==> src/rtl/uart_pkg.sv <==
// Shared UART definitions: data width and the receive handshake states.
// The transmit-side block is expected to import this package as well.
package uart_pkg;

  localparam int UART_W = 8;

  typedef enum logic [1:0] {
    IDLE,
    ACK,
    RELEASE
  } rx_state_t;

endpackage

==> src/rtl/sync_fifo.sv <==
// Single-clock circular-buffer FIFO with show-ahead read.
// DEPTH must be a power of two so the pointers wrap by plain overflow.
module sync_fifo #(
  parameter int WIDTH = 8,
  parameter int DEPTH = 8
) (
  input  logic                       clk,
  input  logic                       rst,
  input  logic                       push,
  input  logic [WIDTH-1:0]           din,
  input  logic                       pop,
  output logic [WIDTH-1:0]           dout,
  output logic [$clog2(DEPTH+1)-1:0] count,
  output logic                       full,
  output logic                       empty
);

  localparam int PW = $clog2(DEPTH);
  localparam int CW = $clog2(DEPTH+1);

  logic [WIDTH-1:0] mem [DEPTH];
  logic [PW-1:0]    wr_ptr;
  logic [PW-1:0]    rd_ptr;
  logic             push_ok;
  logic             pop_ok;

  // Qualify requests: pops on an empty buffer and pushes into a full one are ignored.
  always_comb begin
    push_ok = push & ~full;
    pop_ok  = pop & ~empty;
  end

  // Storage array; contents need no reset because count gates visibility.
  always_ff @(posedge clk) begin
    if (push_ok) mem[wr_ptr] <= din;
  end

  // Pointer and occupancy tracking; a simultaneous push and pop leaves count alone.
  always_ff @(posedge clk or posedge rst) begin
    if (rst) begin
      wr_ptr <= '0;
      rd_ptr <= '0;
      count  <= '0;
    end else begin
      if (push_ok) wr_ptr <= wr_ptr + PW'(1);
      if (pop_ok)  rd_ptr <= rd_ptr + PW'(1);
      case ({push_ok, pop_ok})
        2'b10:   count <= count + CW'(1);
        2'b01:   count <= count - CW'(1);
        default: count <= count;
      endcase
    end
  end

  // Show-ahead read port and status flags derived from the registered count.
  always_comb begin
    dout  = mem[rd_ptr];
    full  = (count == CW'(DEPTH));
    empty = (count == '0);
  end

endmodule

==> src/rtl/uart_rx_fifo.sv <==
// UART receive front end: rxready/rxclk handshake with the host feeding a
// small FIFO that is drained through a valid/ready stream.
module uart_rx_fifo
  import uart_pkg::*;
#(
  parameter int DEPTH = 8
) (
  input  logic                       hz100,
  input  logic                       reset,
  input  logic [UART_W-1:0]          rxdata,
  input  logic                       rxready,
  output logic                       rxclk,
  output logic [UART_W-1:0]          dout,
  output logic                       dout_valid,
  input  logic                       dout_ready,
  output logic [$clog2(DEPTH+1)-1:0] count,
  output logic                       full
);

  rx_state_t state;
  rx_state_t state_next;
  logic      push;
  logic      pop;
  logic      empty;

  // Handshake state register; reset drops rxclk immediately since rxclk decodes state.
  always_ff @(posedge hz100 or posedge reset) begin
    if (reset) state <= IDLE;
    else       state <= state_next;
  end

  // Next-state logic: accept only when there is room, then wait for the host to let go.
  always_comb begin
    state_next = state;
    case (state)
      IDLE:    if (rxready && !full) state_next = ACK;
      ACK:     state_next = RELEASE;
      RELEASE: if (!rxready) state_next = IDLE;
      default: state_next = IDLE;
    endcase
  end

  // Output decode: the single ACK cycle both strobes the host and writes the byte.
  always_comb begin
    rxclk = (state == ACK);
    push  = (state == ACK);
  end

  // Consumer side glue: a pop only happens when a byte is actually present.
  always_comb begin
    dout_valid = ~empty;
    pop        = dout_valid & dout_ready;
  end

  sync_fifo #(
    .WIDTH (UART_W),
    .DEPTH (DEPTH)
  ) u_fifo (
    .clk   (hz100),
    .rst   (reset),
    .push  (push),
    .din   (rxdata),
    .pop   (pop),
    .dout  (dout),
    .count (count),
    .full  (full),
    .empty (empty)
  );

endmodule

==> config.mk <==
export PLATFORM = sky130hd
export DESIGN_NAME = uart_rx_fifo
export DESIGN_NICKNAME = d
export VERILOG_FILES = /design/src/rtl/uart_pkg.sv /design/src/rtl/sync_fifo.sv /design/src/rtl/uart_rx_fifo.sv
export SDC_FILE = /design/constraint.sdc
export NUM_CORES = 1
export LEC_CHECK = 0
export BUFFER_PORTS_ARGS = -buffer_cell sky130_fd_sc_hd__clkbuf_2
export CAP_MARGIN = 30
export CORE_ASPECT_RATIO = 0.8
export CORE_MARGIN = 5
export CORE_UTILIZATION = 26
export DETAILED_ROUTE_END_ITERATION = 16
export SYNTH_ARGS = -nofsm -noshare
export SYNTH_HDL_FRONTEND = slang
export SYNTH_SLANG_ARGS = --single-unit
==> constraint.sdc <==
create_clock -name hz100 -period 4.9 [get_ports hz100]
set_clock_uncertainty 0.2 [all_clocks]
set_input_delay 0 -clock hz100 [delete_from_list [all_inputs] [get_ports hz100]]
set_output_delay 0 -clock hz100 [all_outputs]
set_load 0.1 [all_outputs]
Yosys cells after proc, flatten, opt, wreduce, memory -nomap -nowiden
Memories as Yosys holds them, arrays and structs flattened. Index checks and enable logic that the tools add are counted.

Bitwise operators: 5. Equality and inequality tests: 7. $add $sub $neg: 4. Reductions and logical operators: 6. Mux-type cells: 6.

Operators with widths (number): 4-bit case mux with 2 select lines (1); 3-bit by 1-bit adder with 3-bit output, second input constant (2); 2-bit case mux with 3 select lines (1); 4-bit by 1-bit adder with 4-bit output, second input constant (1); 2-bit by 1-bit equality test with 1-bit output, second input constant (2); 2-bit equality test, second input constant (2); 4-bit equality test, second input constant (1); 4-bit zero test (1); 2-bit 2-to-1 mux (2); 2-bit != test, second input constant (2); 4-bit by 1-bit subtractor with 4-bit output, second input constant (1); 1-bit AND (3); 2-bit zero test (1); 1-bit 2-to-1 mux (2); 1-bit inverter (2); 2-bit AND reduction (1); 2-bit nonzero test (1); 1-bit logical AND (1); 1-bit zero test (1).

Bits in registers: 12. Memory bits (writable): 64. Output and inout bits: 15. Memories: 1. Input bits: 12.

Memories: u_fifo.mem (depth 8, bits a word 8, read ports 1, clocked after Yosys merged registers in 0, write ports 1, RTL line sync_fifo.sv:21) `logic [WIDTH-1:0] mem [DEPTH];`.

Longest topological paths before layout
Depth after elaboration: 6. Depth in mapped cells: 10.

Modules after synthesis
From an unflattened synthesis, not the netlist that was laid out.

Cells, all modules: 170. Area total of the unflattened synthesis: 3236.9 um^2.

By module, submodules not included: sync_fifo (area each 3135.5 um^2, instances 1, cells an instance 161, seq. area each 2172.1 um^2); uart_rx_fifo (area each 101.3 um^2, instances 1, cells an instance 9, seq. area each 50.0 um^2).

Worst setup path before layout
OpenSTA, ideal clock, no wires.

Path type: reg-to-reg. From: reg state[1]. To: reg u_fifo.count[3]. Cell stages (with the launch flop): 8. Data arrival time: 3.491 ns. Path slack: 1.119 ns. Period minus slack after synthesis: 3.781 ns. Path through: dfrtp_1 > nor2b_1 > nand2_2 > ha_1 > buf_2 > or4b_2 > a21o_1 > o221ai_1.

Word-level cells in the longest chain between the ends: 4.

Ends and longest elaborated chain: from (decl) (RTL line uart_rx_fifo.sv:20) `rx_state_t state;`; from (signal assigned) (RTL line uart_rx_fifo.sv:29) `else state <= state_next;`; 2-bit by 1-bit equality test with 1-bit output *; net rxclk (RTL line uart_rx_fifo.sv:12) `output logic rxclk,`; 1-bit AND * (RTL line sync_fifo.sv:29) `push_ok = push & ~full;`; 2-bit by 1-bit equality test with 1-bit output / 2-bit equality test (equally long branches) (RTL line sync_fifo.sv:47) `case ({push_ok, pop_ok})`; 4-bit case mux with 2 select lines / 2-bit nonzero test (equally long branches); to (signal assigned) (RTL line sync_fifo.sv:48) `2'b10: count <= count + CW'(1);`; to (signal assigned) (RTL line sync_fifo.sv:49) `2'b01: count <= count - CW'(1);`; to (signal assigned) (RTL line sync_fifo.sv:50) `default: count <= count;`; to (decl) (RTL line sync_fifo.sv:13) `output logic [$clog2(DEPTH+1)-1:0] count,`.

Mark *: on every way through the listed nets, which the timed path passes. The rest lies on a longest branch. A chain may end at the register's enable or synchronous reset.

Worst setup path after layout
From: reg u_fifo.count[0]. To: reg u_fifo.count[3].

Word-level cells in the longest chain between the ends: 6.

Ends and longest elaborated chain: 4-bit zero test * (RTL line sync_fifo.sv:59) `empty = (count == '0);`; 1-bit inverter * (RTL line sync_fifo.sv:30, uart_rx_fifo.sv:51); 1-bit AND (RTL line uart_rx_fifo.sv:52) `pop = dout_valid & dout_ready;`; 1-bit AND * (RTL line sync_fifo.sv:30) `pop_ok = pop & ~empty;`; net u_fifo.pop_ok (RTL line sync_fifo.sv:25) `logic pop_ok;`; 2-bit by 1-bit equality test with 1-bit output / 2-bit equality test (equally long branches) (RTL line sync_fifo.sv:47); 4-bit case mux with 2 select lines / 2-bit nonzero test (equally long branches).

Marks and branches as above.

==> key figures <==
Outcome
  • Status: completed

Global routing
  • Largest net degree at the start of global routing: 19
  • Total grt overflow: 0
  • Vias in the first global route: 1656
  • First-pass GRT wire length: 8.96 mm
  • Total track usage: 8.33%
  • Initial antenna violation count: 0

Setup path
  • Worst Setup End Kind: flip-flop
  • Crit Path Class: reg2reg
  • Critical Path Start: u_fifo.count[0]$_DFFE_PP0P_
  • CP arrival: 2.90 ns
  • Worst-path maximum fanout: 8
  • Max incr delay on CP: 0.69 ns
  • Slowest CP cell: or4b_2
  • Crit Reg-Reg Startpoint: u_fifo.count[0]$_DFFE_PP0P_
  • Sequence of cells on the critical path: or4_4 > nand2_2 > inv_1 > ha_1 > or4b_2 > a21o_1 > o221ai_1
  • R2R Setup Slk: 2.03 ns
  • Crit path to: u_fifo.count[3]$_DFFE_PP0P_
  • R2R Path End: u_fifo.count[3]$_DFFE_PP0P_
  • Req. time, crit path: 4.94 ns
  • Worst setup SP type: flip-flop
  • Worst R2R Path Depth: 7

Clocking
  • H-tree levels: 3
  • Number of buffers created by CTS: 9
  • Clock latency on the worst-skew pair: 0.33 ns
  • Clock sink count: 76
  • Clock Path Buffers: 2
  • TritonCTS clock tree: yes
  • Post-CTS Setup Inserts: 0
  • Root Buffer: clkbuf_16
  • Worst-path clk slew: 0.06 ns

Floorplanning
  • Die W: 134 um
  • Starting Density: 26.5%
  • Die Footprint: 14700 um^2
  • Row count: 36
  • Core Footprint: 12100 um^2
  • Num ports: 27
  • Die Ht: 109 um

Final layout
  • Most frequent cells in the layout: edfxtp_1, clkbuf_2, mux4_1
  • Nets: 221
  • FF+latch area: 2220 um^2
  • Layout area overhead: 21.1%
  • Fillers: 1154
  • Most common cell after layout, fill and taps aside: edfxtp_1
  • Fraction of layout cells with a size suffix above 1: 29.2%
  • Multi-input logic area: 922 um^2
  • N_diodes: 0

Placement
  • Placer Congestion: 0.636
  • Post-DP HPWL: 3.68 mm
  • Port bufs: 26

Synth
  • Syn_nets: 180
  • Yosys reg bits: 76
  • Mean Syn Cell Area: 19.7 um^2
  • Syn Inst Count: 163
  • Yosys Warn Count: 0
  • Post-Syn Area: 3210 um^2
  • Seq/Total Area, Yosys: 69.3%
  • Distinct cells, synth: 35

Worst hold path
  • Min-delay worst type: in2async

Timing
  • Unrepaired setup endpoints after global routing: false
  • Fmax: 349 MHz
  • Tmin final: 2.87 ns
  • Slew headroom: 35.5%
  • Final Hold Fails: 0
  • Worst slew pin tran: 0.964 ns
  • Fin crit share: 58.5%
  • Final TNS setup: 0 ns
  • Setup violations, final: 0
  • Slew Limit Fails: 0

Routing
  • Post-DRT Antenna Nets: 0
  • DRC Markers: 0
  • Number of vias per cell: 4.38
  • First-pass iteration count of the detailed router: 4
  • Total wire length: 5.72 mm
  • Vias: 1581
  • DR iter-0 viols: 112
  • Drt wl/cell: 15.8 um

Flow run
  • Max cap viols: 0
## state kept, by name, indices dropped and copies added, names as in the netlist
register	flops
state	2
u_fifo.count	4
u_fifo.mem	64
u_fifo.rd_ptr	3
u_fifo.wr_ptr	3
## metal layers
| layer | up-vias | share of wire, % | global-route usage, % |
|---|---|---|---|
| li1 | 749 | - | - |
| met1 | 800 | 48 | 10.7 |
| met2 | 26 | 47 | 13.1 |
| met3 | 6 | 4.2 | 2.97 |
| met4 | 0 | 1.1 | 3.05 |
| met5 | - | 0 | 0 |
## logic make-up (layout without fill, tap and decap cells)
| family | Yosys count | after routing | synth area share [%] |
|---|---|---|---|
| fa+ha+maj | 5 | 5 | 1.95 |
| mux | 28 | 28 | 17.3 |
| flops | 76 | 76 | 69.3 |
| xor+xnor | 7 | 7 | 1.91 |
| buf+inv | 12 | 58 | 2.26 |
| compound gates | 6 | 6 | 1.64 |
| simple gates | 29 | 29 | 5.66 |
## cell type report
cell class / count / share of cell area, %
timing repair buffer: 37 / 6.19
clock buffer: 9 / 5.80
tap: 152 / 4.90
multi-input combinational: 75 / 23.7
inverter: 5 / 0.483
sequential: 76 / 57.2
clock inverter: 7 / 1.68
## worst min path at each step
stage | endpoint | start | slack [ns]
after floorplan | state[0]$_DFFE_PP0P_ | reset | -0.34
after global placement | u_fifo.count[3]$_DFFE_PP0P_ | reset | -0.18
after detailed placement | u_fifo.count[3]$_DFFE_PP0P_ | reset | -0.17
after CTS | u_fifo.count[3]$_DFFE_PP0P_ | reset | 0.03
after global routing | u_fifo.count[0]$_DFFE_PP0P_ | reset | 0.05
final | u_fifo.count[0]$_DFFE_PP0P_ | reset | 0.01
## critical path: cells and delay by family, from the launching register on
| family | cells | cell delay (ns) |
|---|---|---|
| AND/OR/NAND/NOR | 3 | 1.38 |
| flip-flops | 1 | 0.47 |
| adder cells (fa/ha/maj) | 1 | 0.41 |
| AO/OA/AOI/OAI | 2 | 0.25 |
| buffers and inverters | 1 | 0.06 |
## cell usage after synthesis (all sizes together)
cell type	number	area share, %
a2111oi	1	0.47
a21o	1	0.23
a21oi	1	0.16
buf	5	1.4
clkbuf	2	0.27
dfrtp	12	9.4
edfxtp	64	60
ha	5	2.0
inv	5	0.59
mux2	11	3.9
mux2i	1	0.31
mux4	16	13
nand2	3	0.51
nand2b	3	0.59
nand3	3	0.47
nand3b	3	0.70
nor2	7	0.82
nor2b	2	0.39
nor3	2	0.31
nor4b	1	0.27
o21a	1	0.23
o221ai	1	0.27
o41ai	1	0.27
or3b	1	0.27
or4	2	0.59
or4b	2	0.74
xnor2	6	1.6
xor2	1	0.27
## metrics by stage
stage | utilization [%] | instances | hold WS [ns] | setup WS (ns) | instance area [um^2]
6_report | 32.1 | 361 | 0.0143 | 2.03 | 3880
5_1_grt | 32.1 | 361 | 0.0549 | 1.94 | 3880
3_3_place_gp | 28.7 | 334 | -0.179 | 2.11 | 3480
2_1_floorplan | - | 163 | -0.335 | 1.12 | 3210
3_5_place_dp | 28.7 | 334 | -0.170 | 2.04 | 3480
4_1_cts | 32.1 | 361 | 0.0297 | 1.99 | 3880
## timing repair
item,CTS,global route
endpoints found under the hold margin,81,0
resized for setup,0,0
hold buffers,11,0
Power is left out: the tool's default activity adds up to more than one toggle a clock period on the data nets, which glitch-free logic cannot reach.
